`config.mk`:
```
export PLATFORM = sky130hd
export DESIGN_NAME = multicycle_control
export DESIGN_NICKNAME = d
export VERILOG_FILES = /design/src/rtl/multicycle_control.sv
export SDC_FILE = /design/constraint.sdc
export NUM_CORES = 1
export LEC_CHECK = 0
export CAP_MARGIN = 40
export CORE_MARGIN = 5
export CORE_UTILIZATION = 48
export CTS_CLUSTER_DIAMETER = 30
export CTS_CLUSTER_SIZE = 24
export DETAILED_ROUTE_END_ITERATION = 16
export GPL_TIMING_DRIVEN = 0
export HOLD_SLACK_MARGIN = 0.03
export PLACE_DENSITY = 0.81
export SETUP_SLACK_MARGIN = 0.05
export SYNTH_ARGS = -nofsm -noshare
export SYNTH_HDL_FRONTEND = slang
export SYNTH_SLANG_ARGS = --single-unit
```
`constraint.sdc`:
```
create_clock -name clk -period 2.65 [get_ports clk]
set_input_delay 0.6625 -clock clk [delete_from_list [all_inputs] [get_ports clk]]
set_output_delay 0.6625 -clock clk [all_outputs]
set_load 0.02 [all_outputs]
```
`src/rtl/multicycle_control.sv`:
```
// Multi-cycle RV32I control FSM: decode, memory handshakes,
// bus-timeout watchdog, optional muldiv wait, sticky trap, instret.
// Ports:
//   clk, rst (sync, active-high), instr, imem_ack, dmem_ack, md_done in.
//   imem_req, dmem_req, md_start, ir/pc/rf/ram write enables,
//   datapath selects (alu_op..ram_rb_op), trap, trap_cause, state, instret out.
module multicycle_control #(
  parameter bit ENABLE_MULDIV = 1'b0,
  parameter int MEM_TIMEOUT   = 255,
  parameter int CNT_W         = 32
) (
  input  logic             clk,
  input  logic             rst,
  input  logic [31:0]      instr,
  input  logic             imem_ack,
  input  logic             dmem_ack,
  input  logic             md_done,
  output logic             imem_req,
  output logic             dmem_req,
  output logic             md_start,
  output logic             ir_we,
  output logic             pc_we,
  output logic             rf_we,
  output logic             ram_we,
  output logic [1:0]       rf_wsel,
  output logic [3:0]       alu_op,
  output logic             alua_sel,
  output logic             alub_sel,
  output logic [2:0]       sext_op,
  output logic [1:0]       npc_op,
  output logic             pc_sel,
  output logic [1:0]       ram_wdin_op,
  output logic [2:0]       ram_rb_op,
  output logic             trap,
  output logic [1:0]       trap_cause,
  output logic [2:0]       state,
  output logic [CNT_W-1:0] instret
);

  typedef enum logic [2:0] {
    ST_FETCH  = 3'd0,
    ST_DECODE = 3'd1,
    ST_EXEC   = 3'd2,
    ST_MEM    = 3'd3,
    ST_WB     = 3'd4,
    ST_MDWAIT = 3'd5,
    ST_TRAP   = 3'd6
  } state_t;

  localparam logic [15:0] TMO = 16'(MEM_TIMEOUT);

  state_t      st_q, st_d;
  logic [15:0] wait_cnt;
  logic [1:0]  cause_q, cause_d;
  logic        tmo_hit;

  logic [6:0] op;
  logic [2:0] f3;
  logic [6:0] f7;
  logic       op_r, md_op;
  logic       is_r, is_i, is_ld, is_st, is_br;
  logic       is_lui, is_aui, is_jal, is_jalr, is_md;
  logic       illegal, dec_en;
  logic       unused_ok;

  assign op = instr[6:0];
  assign f3 = instr[14:12];
  assign f7 = instr[31:25];
  assign unused_ok = ^{instr[24:15], instr[11:7]};

  assign op_r    = (op == 7'b0110011);
  assign md_op   = op_r && (f7 == 7'b0000001);
  assign is_md   = md_op && ENABLE_MULDIV;
  assign is_r    = op_r && !md_op;
  assign is_i    = (op == 7'b0010011);
  assign is_ld   = (op == 7'b0000011);
  assign is_st   = (op == 7'b0100011);
  assign is_br   = (op == 7'b1100011);
  assign is_lui  = (op == 7'b0110111);
  assign is_aui  = (op == 7'b0010111);
  assign is_jal  = (op == 7'b1101111);
  assign is_jalr = (op == 7'b1100111);
  assign illegal = !(is_r | is_i | is_ld | is_st | is_br |
                     is_lui | is_aui | is_jal | is_jalr | is_md);

  // The IR is stale during FETCH, so selects sit at defaults there.
  assign dec_en = !rst && (st_q != ST_FETCH);

  function automatic logic [3:0] alu_f3(input logic [2:0] f,
                                        input logic alt);
    logic [3:0] r;
    r = 4'h0;
    case (f)
      3'b000: r = alt ? 4'h1 : 4'h0;
      3'b001: r = 4'h5;
      3'b010: r = 4'hA;
      3'b011: r = 4'hC;
      3'b100: r = 4'h4;
      3'b101: r = alt ? 4'h7 : 4'h6;
      3'b110: r = 4'h3;
      default: r = 4'h2;
    endcase
    return r;
  endfunction

  always_comb begin
    alu_op      = 4'h0;
    alua_sel    = 1'b0;
    alub_sel    = 1'b0;
    sext_op     = 3'd0;
    rf_wsel     = 2'd0;
    npc_op      = 2'd0;
    pc_sel      = 1'b0;
    ram_wdin_op = 2'd2;
    ram_rb_op   = 3'd4;
    if (dec_en) begin
      unique case (1'b1)
        is_r: begin
          alu_op   = alu_f3(f3, f7[5]);
          alua_sel = 1'b1;
          alub_sel = 1'b1;
        end
        is_md: begin
          alua_sel = 1'b1;
          alub_sel = 1'b1;
        end
        is_i: begin
          // Only shifts use bit 30; addi immediates may set it.
          alu_op   = alu_f3(f3, (f3 == 3'b101) && f7[5]);
          alua_sel = 1'b1;
        end
        is_ld: begin
          alua_sel = 1'b1;
          rf_wsel  = 2'd1;
          case (f3)
            3'b000:  ram_rb_op = 3'd0;
            3'b100:  ram_rb_op = 3'd1;
            3'b001:  ram_rb_op = 3'd2;
            3'b101:  ram_rb_op = 3'd3;
            default: ram_rb_op = 3'd4;
          endcase
        end
        is_st: begin
          alua_sel = 1'b1;
          sext_op  = 3'd1;
          case (f3)
            3'b000:  ram_wdin_op = 2'd0;
            3'b001:  ram_wdin_op = 2'd1;
            default: ram_wdin_op = 2'd2;
          endcase
        end
        is_br: begin
          alua_sel = 1'b1;
          alub_sel = 1'b1;
          sext_op  = 3'd2;
          npc_op   = 2'd1;
          case (f3)
            3'b001:  alu_op = 4'h9;
            3'b100:  alu_op = 4'hA;
            3'b101:  alu_op = 4'hB;
            3'b110:  alu_op = 4'hC;
            3'b111:  alu_op = 4'hD;
            default: alu_op = 4'h8;
          endcase
        end
        is_lui: begin
          sext_op = 3'd3;
          rf_wsel = 2'd2;
        end
        is_aui: begin
          sext_op = 3'd3;
        end
        is_jal: begin
          sext_op = 3'd4;
          rf_wsel = 2'd3;
          npc_op  = 2'd2;
        end
        is_jalr: begin
          alua_sel = 1'b1;
          rf_wsel  = 2'd3;
          pc_sel   = 1'b1;
        end
        default: begin
        end
      endcase
    end
  end

  // An ack in the timeout cycle still wins.
  assign tmo_hit = ((wait_cnt + 16'd1) == TMO);

  always_comb begin
    st_d     = st_q;
    cause_d  = 2'd0;
    imem_req = 1'b0;
    dmem_req = 1'b0;
    md_start = 1'b0;
    ir_we    = 1'b0;
    pc_we    = 1'b0;
    rf_we    = 1'b0;
    ram_we   = 1'b0;
    unique case (st_q)
      ST_FETCH: begin
        imem_req = 1'b1;
        if (imem_ack) begin
          ir_we = 1'b1;
          st_d  = ST_DECODE;
        end else if (tmo_hit) begin
          st_d    = ST_TRAP;
          cause_d = 2'd2;
        end
      end
      ST_DECODE: begin
        if (illegal) begin
          st_d    = ST_TRAP;
          cause_d = 2'd1;
        end else begin
          st_d = ST_EXEC;
        end
      end
      ST_EXEC: begin
        unique case (1'b1)
          is_br: begin
            pc_we = 1'b1;
            st_d  = ST_FETCH;
          end
          is_ld, is_st: st_d = ST_MEM;
          is_md: begin
            md_start = 1'b1;
            st_d     = ST_MDWAIT;
          end
          default: st_d = ST_WB;
        endcase
      end
      ST_MEM: begin
        dmem_req = 1'b1;
        ram_we   = is_st;
        if (dmem_ack) begin
          if (is_st) begin
            pc_we = 1'b1;
            st_d  = ST_FETCH;
          end else begin
            st_d = ST_WB;
          end
        end else if (tmo_hit) begin
          st_d    = ST_TRAP;
          cause_d = 2'd3;
        end
      end
      ST_MDWAIT: begin
        if (md_done) st_d = ST_WB;
      end
      ST_WB: begin
        rf_we = 1'b1;
        pc_we = 1'b1;
        st_d  = ST_FETCH;
      end
      ST_TRAP: st_d = ST_TRAP;
      default: st_d = ST_FETCH;
    endcase
    if (rst) begin
      imem_req = 1'b0;
      dmem_req = 1'b0;
      md_start = 1'b0;
      ir_we    = 1'b0;
      pc_we    = 1'b0;
      rf_we    = 1'b0;
      ram_we   = 1'b0;
    end
  end

  always_ff @(posedge clk) begin
    if (rst) begin
      st_q     <= ST_FETCH;
      wait_cnt <= 16'd0;
      cause_q  <= 2'd0;
      instret  <= '0;
    end else begin
      st_q <= st_d;
      if (st_d != st_q)
        wait_cnt <= 16'd0;
      else if (imem_req || dmem_req)
        wait_cnt <= wait_cnt + 16'd1;
      if ((st_d == ST_TRAP) && (st_q != ST_TRAP))
        cause_q <= cause_d;
      if (pc_we)
        instret <= instret + CNT_W'(1);
    end
  end

  assign state      = st_q;
  assign trap       = (st_q == ST_TRAP);
  assign trap_cause = cause_q;

endmodule

```
==> metrics.log, run 1 <==
[metrics] layout overhead on the synthesized area: 38.2%
[metrics] register bit count reported by yosys: 53
[metrics] post-route insts no fill: 633
[metrics] cell internal power dissipation: 1140 uW
[metrics] number of pins with negative max-slew slack in the final report: 0
[metrics] max cap viols: 0
[metrics] Antenna Diode Count: 0
[metrics] I/O pin count: 101
[metrics] gate count of the mapped netlist: 424
[metrics] Tot Pwr: 1610 uW
[metrics] number of antenna violations at the first check in global routing: 0
[metrics] worst IR drop on VDD: 0.000297 V
[metrics] measured slew at the worst slew-check pin: 0.668 ns
[metrics] unrepaired setup endpoints after global routing: true
[metrics] final worst path period share: 105%
[metrics] Seq/Total Area, Yosys: 30.5%
[metrics] overall die area: 9040 um^2
[metrics] mean instance size in the synthesized netlist: 8.19 um^2
[metrics] placed cell count: 604
[metrics] Core ar.: 7140 um^2
[metrics] H-tree lvl count: 2
[metrics] number of clock sinks: 53
[metrics] post-layout net count: 573
[metrics] highest-count cells in the layout ignoring fill and taps: 53 x sky130_fd_sc_hd__dfxtp_1, 46 x sky130_fd_sc_hd__nor2_1, 41 x sky130_fd_sc_hd__clkdlybuf4s50_1
[metrics] row cnt: 31
[metrics] arrival time at the worst endpoint: 2.11 ns
[metrics] total net switching power: 477 uW
[metrics] Leak: 0.00169 uW
[metrics] routability congestion estimate from global placement: 0.907
[metrics] maximum number of pins on one net before global-route repair: 19
[metrics] sequential share of power: 50.7%
[metrics] vias in the first global route: 3,168
[metrics] Critical Path Fanout Max: 5
[metrics] First DRT Iteration DRCs: 139
[metrics] worst-case register-to-register setup slack: 0.20 ns
[metrics] Switching Share: 29.5%
[metrics] CTS buffer count: 5
[metrics] post-DR vias/cell: 5.46
[metrics] total standard cell area after synthesis: 3470 um^2
[metrics] post-CTS clock slew at the launch and capture registers of the worst setup and hold paths: 0.09 ns
[metrics] shortest clock period the worst path allows after layout: 2.77 ns
[metrics] initial cell density of the core: 48.7%
[metrics] total gr overflow: 0
[metrics] cell at the root of the clock tree: sky130_fd_sc_hd__clkbuf_8
[metrics] Final Worst Setup Slack: -0.121 ns
[metrics] share of flip-flops with an asynchronous set or reset: 0%
[metrics] Post-Route WL: 9.33 mm
[metrics] DRC violations left: 0
[metrics] synth unique cells: 69
[metrics] clock latency at the later pin of the worst-skew pair: 0.31 ns
[metrics] pwr/cell area: 336 nW/um^2
[metrics] GRT Resource Usage Total: 19.8%
[metrics] number of flops mapped to enable cells by yosys: 0
[metrics] Final Setup Violations: 5
[metrics] worst relative slew slack: 55.3%
[metrics] count of endpoints failing hold in the final timing report: 0
[metrics] overall die width: 95.1 um
[metrics] combinational cell fraction of total power: 20.2%
[metrics] first-pass GRT wire length: 14.8 mm
[metrics] worst setup path class: input pin to primary output
[metrics] path class of the lowest-slack min-delay path: flip-flop to flip-flop
[metrics] main area contributors after synthesis: sky130_fd_sc_hd__dfxtp_1 31%, sky130_fd_sc_hd__nor2_1 5.4%, sky130_fd_sc_hd__xnor2_1 5.3%, sky130_fd_sc_hd__xor2_1 5.0%, sky130_fd_sc_hd__nand2_1 3.3%
[metrics] fraction of layout instances using a drive strength above 1: 27.2%
[metrics] area share of the leading cell type in the synthesized netlist: 30.5%
[metrics] Max Clk Rate: 0.361 GHz
[metrics] IO buf count: 81
[metrics] FILL cells: 603
[metrics] top cell type by total area after synthesis: sky130_fd_sc_hd__dfxtp_1
[metrics] residual antenna-violating net count after detailed routing: 0
[metrics] violations in the final reports: setup timing
[metrics] most common cell after layout, fill and taps aside: sky130_fd_sc_hd__dfxtp_1
[metrics] warning count from the yosys run: 0
[metrics] CTS tree: done
[metrics] final setup skew: 0.0139 ns
[metrics] via total after detailed routing: 3,458
[metrics] die span in y: 95.1 um
[metrics] fraction of power consumed by the clock network: 29.0%
[metrics] Routed wire per std cell: 14.7 um
[metrics] required arrival time at the worst endpoint: 1.99 ns
[metrics] nature of the critical path endpoint: primary output
[metrics] first drt pass iteration count: 4
[metrics] startpoint class of the critical path: input pin
[metrics] outcome: finished, violations left
[metrics] largest buffer count on any clock path: 2
[metrics] post-synth net total: 464
[metrics] HPWL Detailed: 6.70 mm
[metrics] flip-flop cell with the highest count after synthesis: sky130_fd_sc_hd__dfxtp_1
==> metal layers <==
layer / part of all wire [%] / track usage [%] / vias to the layer above
li1: - / - / 1717
met1: 43 / 25.7 / 1630
met2: 49 / 34.2 / 102
met3: 6.5 / 3.08 / 9
met4: 0.98 / 5.17 / 0
met5: 0 / 0 / -
==> kinds of logic (layout without fill, tap and decap cells) <==
group	count (synthesis)	after routing	synth area share, %
adder cells (fa/ha/maj)	3	3	1.08
AO/OA/AOI/OAI	73	73	14.4
flip-flops	53	53	30.5
other	1	1	0.108
multiplexers	4	4	1.19
buffers and inverters	34	144	4.93
AND/OR/NAND/NOR	215	215	37.4
XOR/XNOR	41	41	10.3
==> critical path: stages <==
cell and delay (ns):
sky130_fd_sc_hd__buf_6 0.10, sky130_fd_sc_hd__nand4bb_4 0.27, sky130_fd_sc_hd__buf_6 0.16, sky130_fd_sc_hd__a311oi_4 0.29, sky130_fd_sc_hd__buf_4 0.20, sky130_fd_sc_hd__o21ai_1 0.06
sky130_fd_sc_hd__a21oi_1 0.19, sky130_fd_sc_hd__buf_4 0.17
==> what timing repair did <==
item	4_1_cts	5_1_grt
gates resized for setup	163	32
hold buffers	0	0
pin swaps	17	9
cloned	0	0
setup buffers	14	8
setup endpoints to repair	40	33
endpoints found under the hold margin	0	0
==> state kept, by name, summed over array words and instances (netlist names) <==
register / flops
instret: 32
state: 3
trap_cause: 2
wait_cnt: 16
==> power by group through the flow <==
stage	sequential, uW	combinational, uW	clock [uW]
3_3_place_gp	836	274	0
6_report	819	327	469
4_1_cts	818	303	486
5_1_grt	820	351	510
2_1_floorplan	843	169	0
3_5_place_dp	836	278	0
==> layout make-up <==
cell class	instances	area (um^2)	area share, %
Timing Repair Buffer	103	921	19.2
Clock buffer	5	68.8	1.43
Inverter	11	41.3	0.860
Sequential cell	53	1060	22.1
Buffer	22	163	3.39
Multi-Input combinational cell	337	2400	49.9
Tap cell	99	124	2.58
Clock inverter	3	25.0	0.521
==> stage by stage <==
step                      instance area, um^2  setup slack, ns  hold slack [ns]  setup TNS, ns  util, %
after floorplan                          3490           0.0221            0.526              0        -
after global routing                     4800           -0.150            0.517         -0.723     67.3
after detailed placement                 4430            -1.34            0.489         -32.28     62.0
after CTS                                4700          -0.0757            0.507         -0.278     65.9
after global placement                   4430            -1.34            0.485         -30.98     62.0
final                                    4800           -0.121            0.503         -0.314     67.3
==> synthesized netlist by cell type (10+ instances only) <==
| master | count |
|---|---|
| sky130_fd_sc_hd__nand4_1 | 10 |
| sky130_fd_sc_hd__or3_1 | 15 |
| sky130_fd_sc_hd__inv_1 | 11 |
| sky130_fd_sc_hd__nand3_1 | 19 |
| sky130_fd_sc_hd__xnor2_1 | 21 |
| sky130_fd_sc_hd__dfxtp_1 | 53 |
| sky130_fd_sc_hd__nor2_1 | 50 |
| sky130_fd_sc_hd__and3_1 | 10 |
| sky130_fd_sc_hd__xor2_1 | 20 |
| sky130_fd_sc_hd__nand2_1 | 31 |
| sky130_fd_sc_hd__a21oi_1 | 22 |
| sky130_fd_sc_hd__o21ai_0 | 22 |
| sky130_fd_sc_hd__nor2_2 | 11 |
| sky130_fd_sc_hd__nand2b_1 | 10 |
==> path summary, 6_finish.rpt <==
check / from / endpoint / cells past startpoint
worst max register to register: wait_cnt[0] / wait_cnt[11] / 8
worst max-delay path: instr[2] / alu_op[0] / 8
worst min-delay path: trap_cause[1] / trap_cause[1] / 2
worst min register to register: trap_cause[1] / trap_cause[1] / 2
Note: power is estimated with default switching activity, not from simulation.
==> run 2: changes to the inputs <==
- SKIP_LAST_GASP: unset -> 1
- clock period: 2.65 -> 3.08 ns (I/O delays scaled with it)
==> metrics.log, run 2 (synthesis results as in run 1) <==
[metrics] FILL cells: 645 (+7.0%)
[metrics] worst-case register-to-register setup slack: 0.56 ns (+0.36 ns)
[metrics] outcome: complete, no violations
[metrics] hold path endpoint: trap_cause[1]
[metrics] die span in y: 95.1 um (unchanged)
[metrics] final worst path period share: 97.9%
[metrics] Critical Path Max Stage Delay: 0.32 ns (+0.03 ns)
[metrics] required arrival time at the worst endpoint: 2.31 ns (+0.32 ns)
[metrics] DRC violations left: 0 (unchanged)
[metrics] Buffers & Inverters on Critical Path: 3 (-1)
[metrics] I/O pin count: 101 (unchanged)
[metrics] count of endpoints failing hold in the final timing report: 0 (unchanged)
[metrics] number of pins with negative max-slew slack in the final report: 0 (unchanged)
[metrics] vias in the first global route: 3,362 (+6.1%)
[metrics] post-route insts no fill: 626 (-1.1%)
[metrics] path class of the lowest-slack min-delay path: flip-flop to flip-flop
[metrics] cell family with the largest share of critical-path delay: buffers and inverters
[metrics] pwr/cell area: 296 nW/um^2 (-12%)
[metrics] unrepaired setup endpoints after global routing: true
[metrics] Largest register FFs: 32 (unchanged)
[metrics] IO buf count: 81 (unchanged)
[metrics] max cap viols: 0 (unchanged)
[metrics] via total after detailed routing: 3,427 (-0.90%)
[metrics] HP Start: trap_cause[1]
[metrics] largest buffer count on any clock path: 2 (unchanged)
[metrics] most common cell after layout, fill and taps aside: sky130_fd_sc_hd__dfxtp_1
[metrics] CTS tree: done
[metrics] row cnt: 31 (unchanged)
[metrics] Routed wire per std cell: 15.1 um (+2.4%)
[metrics] number of clock sinks: 53 (unchanged)
[metrics] residual antenna-violating net count after detailed routing: 0 (unchanged)
[metrics] startpoint class of the critical path: input pin
[metrics] initial cell density of the core: 48.7% (unchanged)
[metrics] Max stage delay cell, worst path: sky130_fd_sc_hd__nor4_4
[metrics] maximum number of pins on one net before global-route repair: 19 (unchanged)
[metrics] Worst R2R Path Depth: 8 (unchanged)
[metrics] fraction of layout instances using a drive strength above 1: 23.3% (-3.8 points)
[metrics] Leak: 0.00167 uW (-1.4%)
[metrics] overall die width: 95.1 um (unchanged)
[metrics] Post-Route WL: 9.45 mm (+1.3%)
[metrics] highest-count cells in the layout ignoring fill and taps: 53 x sky130_fd_sc_hd__dfxtp_1, 47 x sky130_fd_sc_hd__nor2_1, 42 x sky130_fd_sc_hd__clkdlybuf4s50_1
[metrics] number of antenna violations at the first check in global routing: 0 (unchanged)
[metrics] worst setup path class: input pin to primary output
[metrics] post-layout net count: 566 (-1.2%)
[metrics] Final Worst Setup Slack: 0.0641 ns (+0.185 ns)
[metrics] Final Core Density: 65.6% (-1.7 points)
[metrics] HPWL Detailed: 6.89 mm (+2.8%)
[metrics] largest register by flop count: instret
[metrics] nature of the critical path endpoint: primary output
[metrics] First DRT Iteration DRCs: 116 (-17%)
[metrics] instance count along the most critical hold path: 2 (unchanged)
[metrics] GRT Resource Usage Total: 20.9% (+1.1 points)
[metrics] CTS buffer count: 5 (unchanged)
[metrics] worst IR drop on VDD: 0.000216 V (-27%)
[metrics] Core ar.: 7140 um^2 (unchanged)
[metrics] most frequent cell on the critical path: sky130_fd_sc_hd__buf_4
[metrics] first drt pass iteration count: 4 (unchanged)
[metrics] worst relative slew slack: 48.1% (-7.2 points)
[metrics] Antenna Diode Count: 0 (unchanged)
[metrics] shortest clock period the worst path allows after layout: 3.02 ns
[metrics] Max Clk Rate: 0.332 GHz
[metrics] ordered cell list for the critical path: dlygate4sd2_1 -> nor4_4 -> a311oi_4 -> buf_4 -> mux2_4 -> nand2_2 -> a21oi_2 -> buf_4
[metrics] first-pass GRT wire length: 15.4 mm (+4.4%)
[metrics] total of hold buffers inserted after clock tree synthesis: 0 (unchanged)
[metrics] post-DR vias/cell: 5.47 (+0.21%)
[metrics] worst r2r src: wait_cnt[0]
[metrics] overall die area: 9040 um^2 (unchanged)
[metrics] placed cell count: 604 (unchanged)
[metrics] worst reg2reg endpoint: wait_cnt[10]
[metrics] final setup skew: 0.0154 ns (+0.00149 ns)
[metrics] H-tree lvl count: 2 (unchanged)
[metrics] routability congestion estimate from global placement: 0.920 (+1.4%)
[metrics] worst hold slack: 0.504 ns (+0.000476 ns)
[metrics] cell at the root of the clock tree: sky130_fd_sc_hd__clkbuf_8
[metrics] post-CTS clock slew at the launch and capture registers of the worst setup and hold paths: 0.10 ns (about the same)
[metrics] Final Setup Violations: 0 (-5)
[metrics] clock latency at the later pin of the worst-skew pair: 0.32 ns (about the same)
[metrics] arrival time at the worst endpoint: 2.25 ns (+0.14 ns)
[metrics] measured slew at the worst slew-check pin: 0.759 ns (+0.0909 ns)
[metrics] total gr overflow: 0 (unchanged)
[metrics] Critical Path Fanout Max: 4 (-1)
[metrics] layout overhead on the synthesized area: 34.6%
[metrics] Post-Place Setup Slack: -1.15 ns (+0.199 ns)
-- run 2: cell count changes in the layout (fill, tap and decap cells not counted), moves of 2 or more --
| cell | change |
|---|---|
| sky130_fd_sc_hd__nor2b_2 | -2 |
| sky130_fd_sc_hd__nor2b_1 | +2 |
| sky130_fd_sc_hd__dlygate4sd2_1 | +11 |
| sky130_fd_sc_hd__clkdlybuf4s15_1 | -6 |
| sky130_fd_sc_hd__buf_6 | -7 |
| sky130_fd_sc_hd__nand2_2 | +2 |
| sky130_fd_sc_hd__buf_4 | -10 |
| sky130_fd_sc_hd__nor2_2 | -2 |
| sky130_fd_sc_hd__clkbuf_2 | +2 |
-- run 2: layer usage --
layer	share of wire [%]	GRT usage [%]	wire, um
met4	2.7	8.89	253
met1	43	25.5	4070
met3	5.1	3.55	484
met5	0	0	0
met2	49	36.1	4650
-- run 2: area by class of cell --
| type | count | area (um^2) | share of cell area (%) |
|---|---|---|---|
| repair buffers | 96 | 843 | 18.0 |
| plain buffers | 22 | 155 | 3.32 |
| well taps | 99 | 124 | 2.65 |
| multi-input cells | 337 | 2360 | 50.4 |
| inverters | 11 | 41.3 | 0.883 |
| clock buffers | 5 | 68.8 | 1.47 |
| flip-flops and latches | 53 | 1060 | 22.7 |
| clock inverters | 3 | 25.0 | 0.535 |
-- run 2: timing repair --
item,CTS,global route
hold endpoints to repair,0,0
setup buffers,12,3
gates cloned,0,0
pin swaps,12,9
setup endpoints to repair,25,16
gates resized for setup,121,17
-- run 2: how the worst max path moves through the flow --
stage	from	to	slack (ns)	cells past startpoint
detailed placement	rst	dmem_req	-1.15	6
finish	instr[30]	alu_op[2]	0.06	8
global route	instr[3]	alu_op[2]	-0.003	8
CTS	rst	dmem_req	0.03	6
global placement	rst	dmem_req	-1.13	6
floorplan	instr[3]	ram_wdin_op[0]	0.09	5
-- run 2: power by group --
part           internal [uW]  total, uW  switching, uW
Sequential               694        704           10.3
Clock                    166        418            252
Combinational            106        261            154
Total                    966       1380            417
-- run 2: per-stage QoR --
stage | power (uW) | setup TNS [ns] | area (um^2)
6_report | 1380 | 0 | 4680
5_1_grt | 1430 | -0.00296 | 4680
4_1_cts | 1380 | 0 | 4660
3_3_place_gp | 954 | -17.89 | 4410
3_5_place_dp | 958 | -18.38 | 4410
2_1_floorplan | 869 | 0 | 3480
-- run 2: worst register-to-register path, delay by kind of cell, from the launching register on --
family	cells	cell delay, ns
buf+inv	1	0.23
xor+xnor	1	0.23
simple gates	4	0.68
fa+ha+maj	1	0.33
flops	1	0.50
compound gates	1	0.44
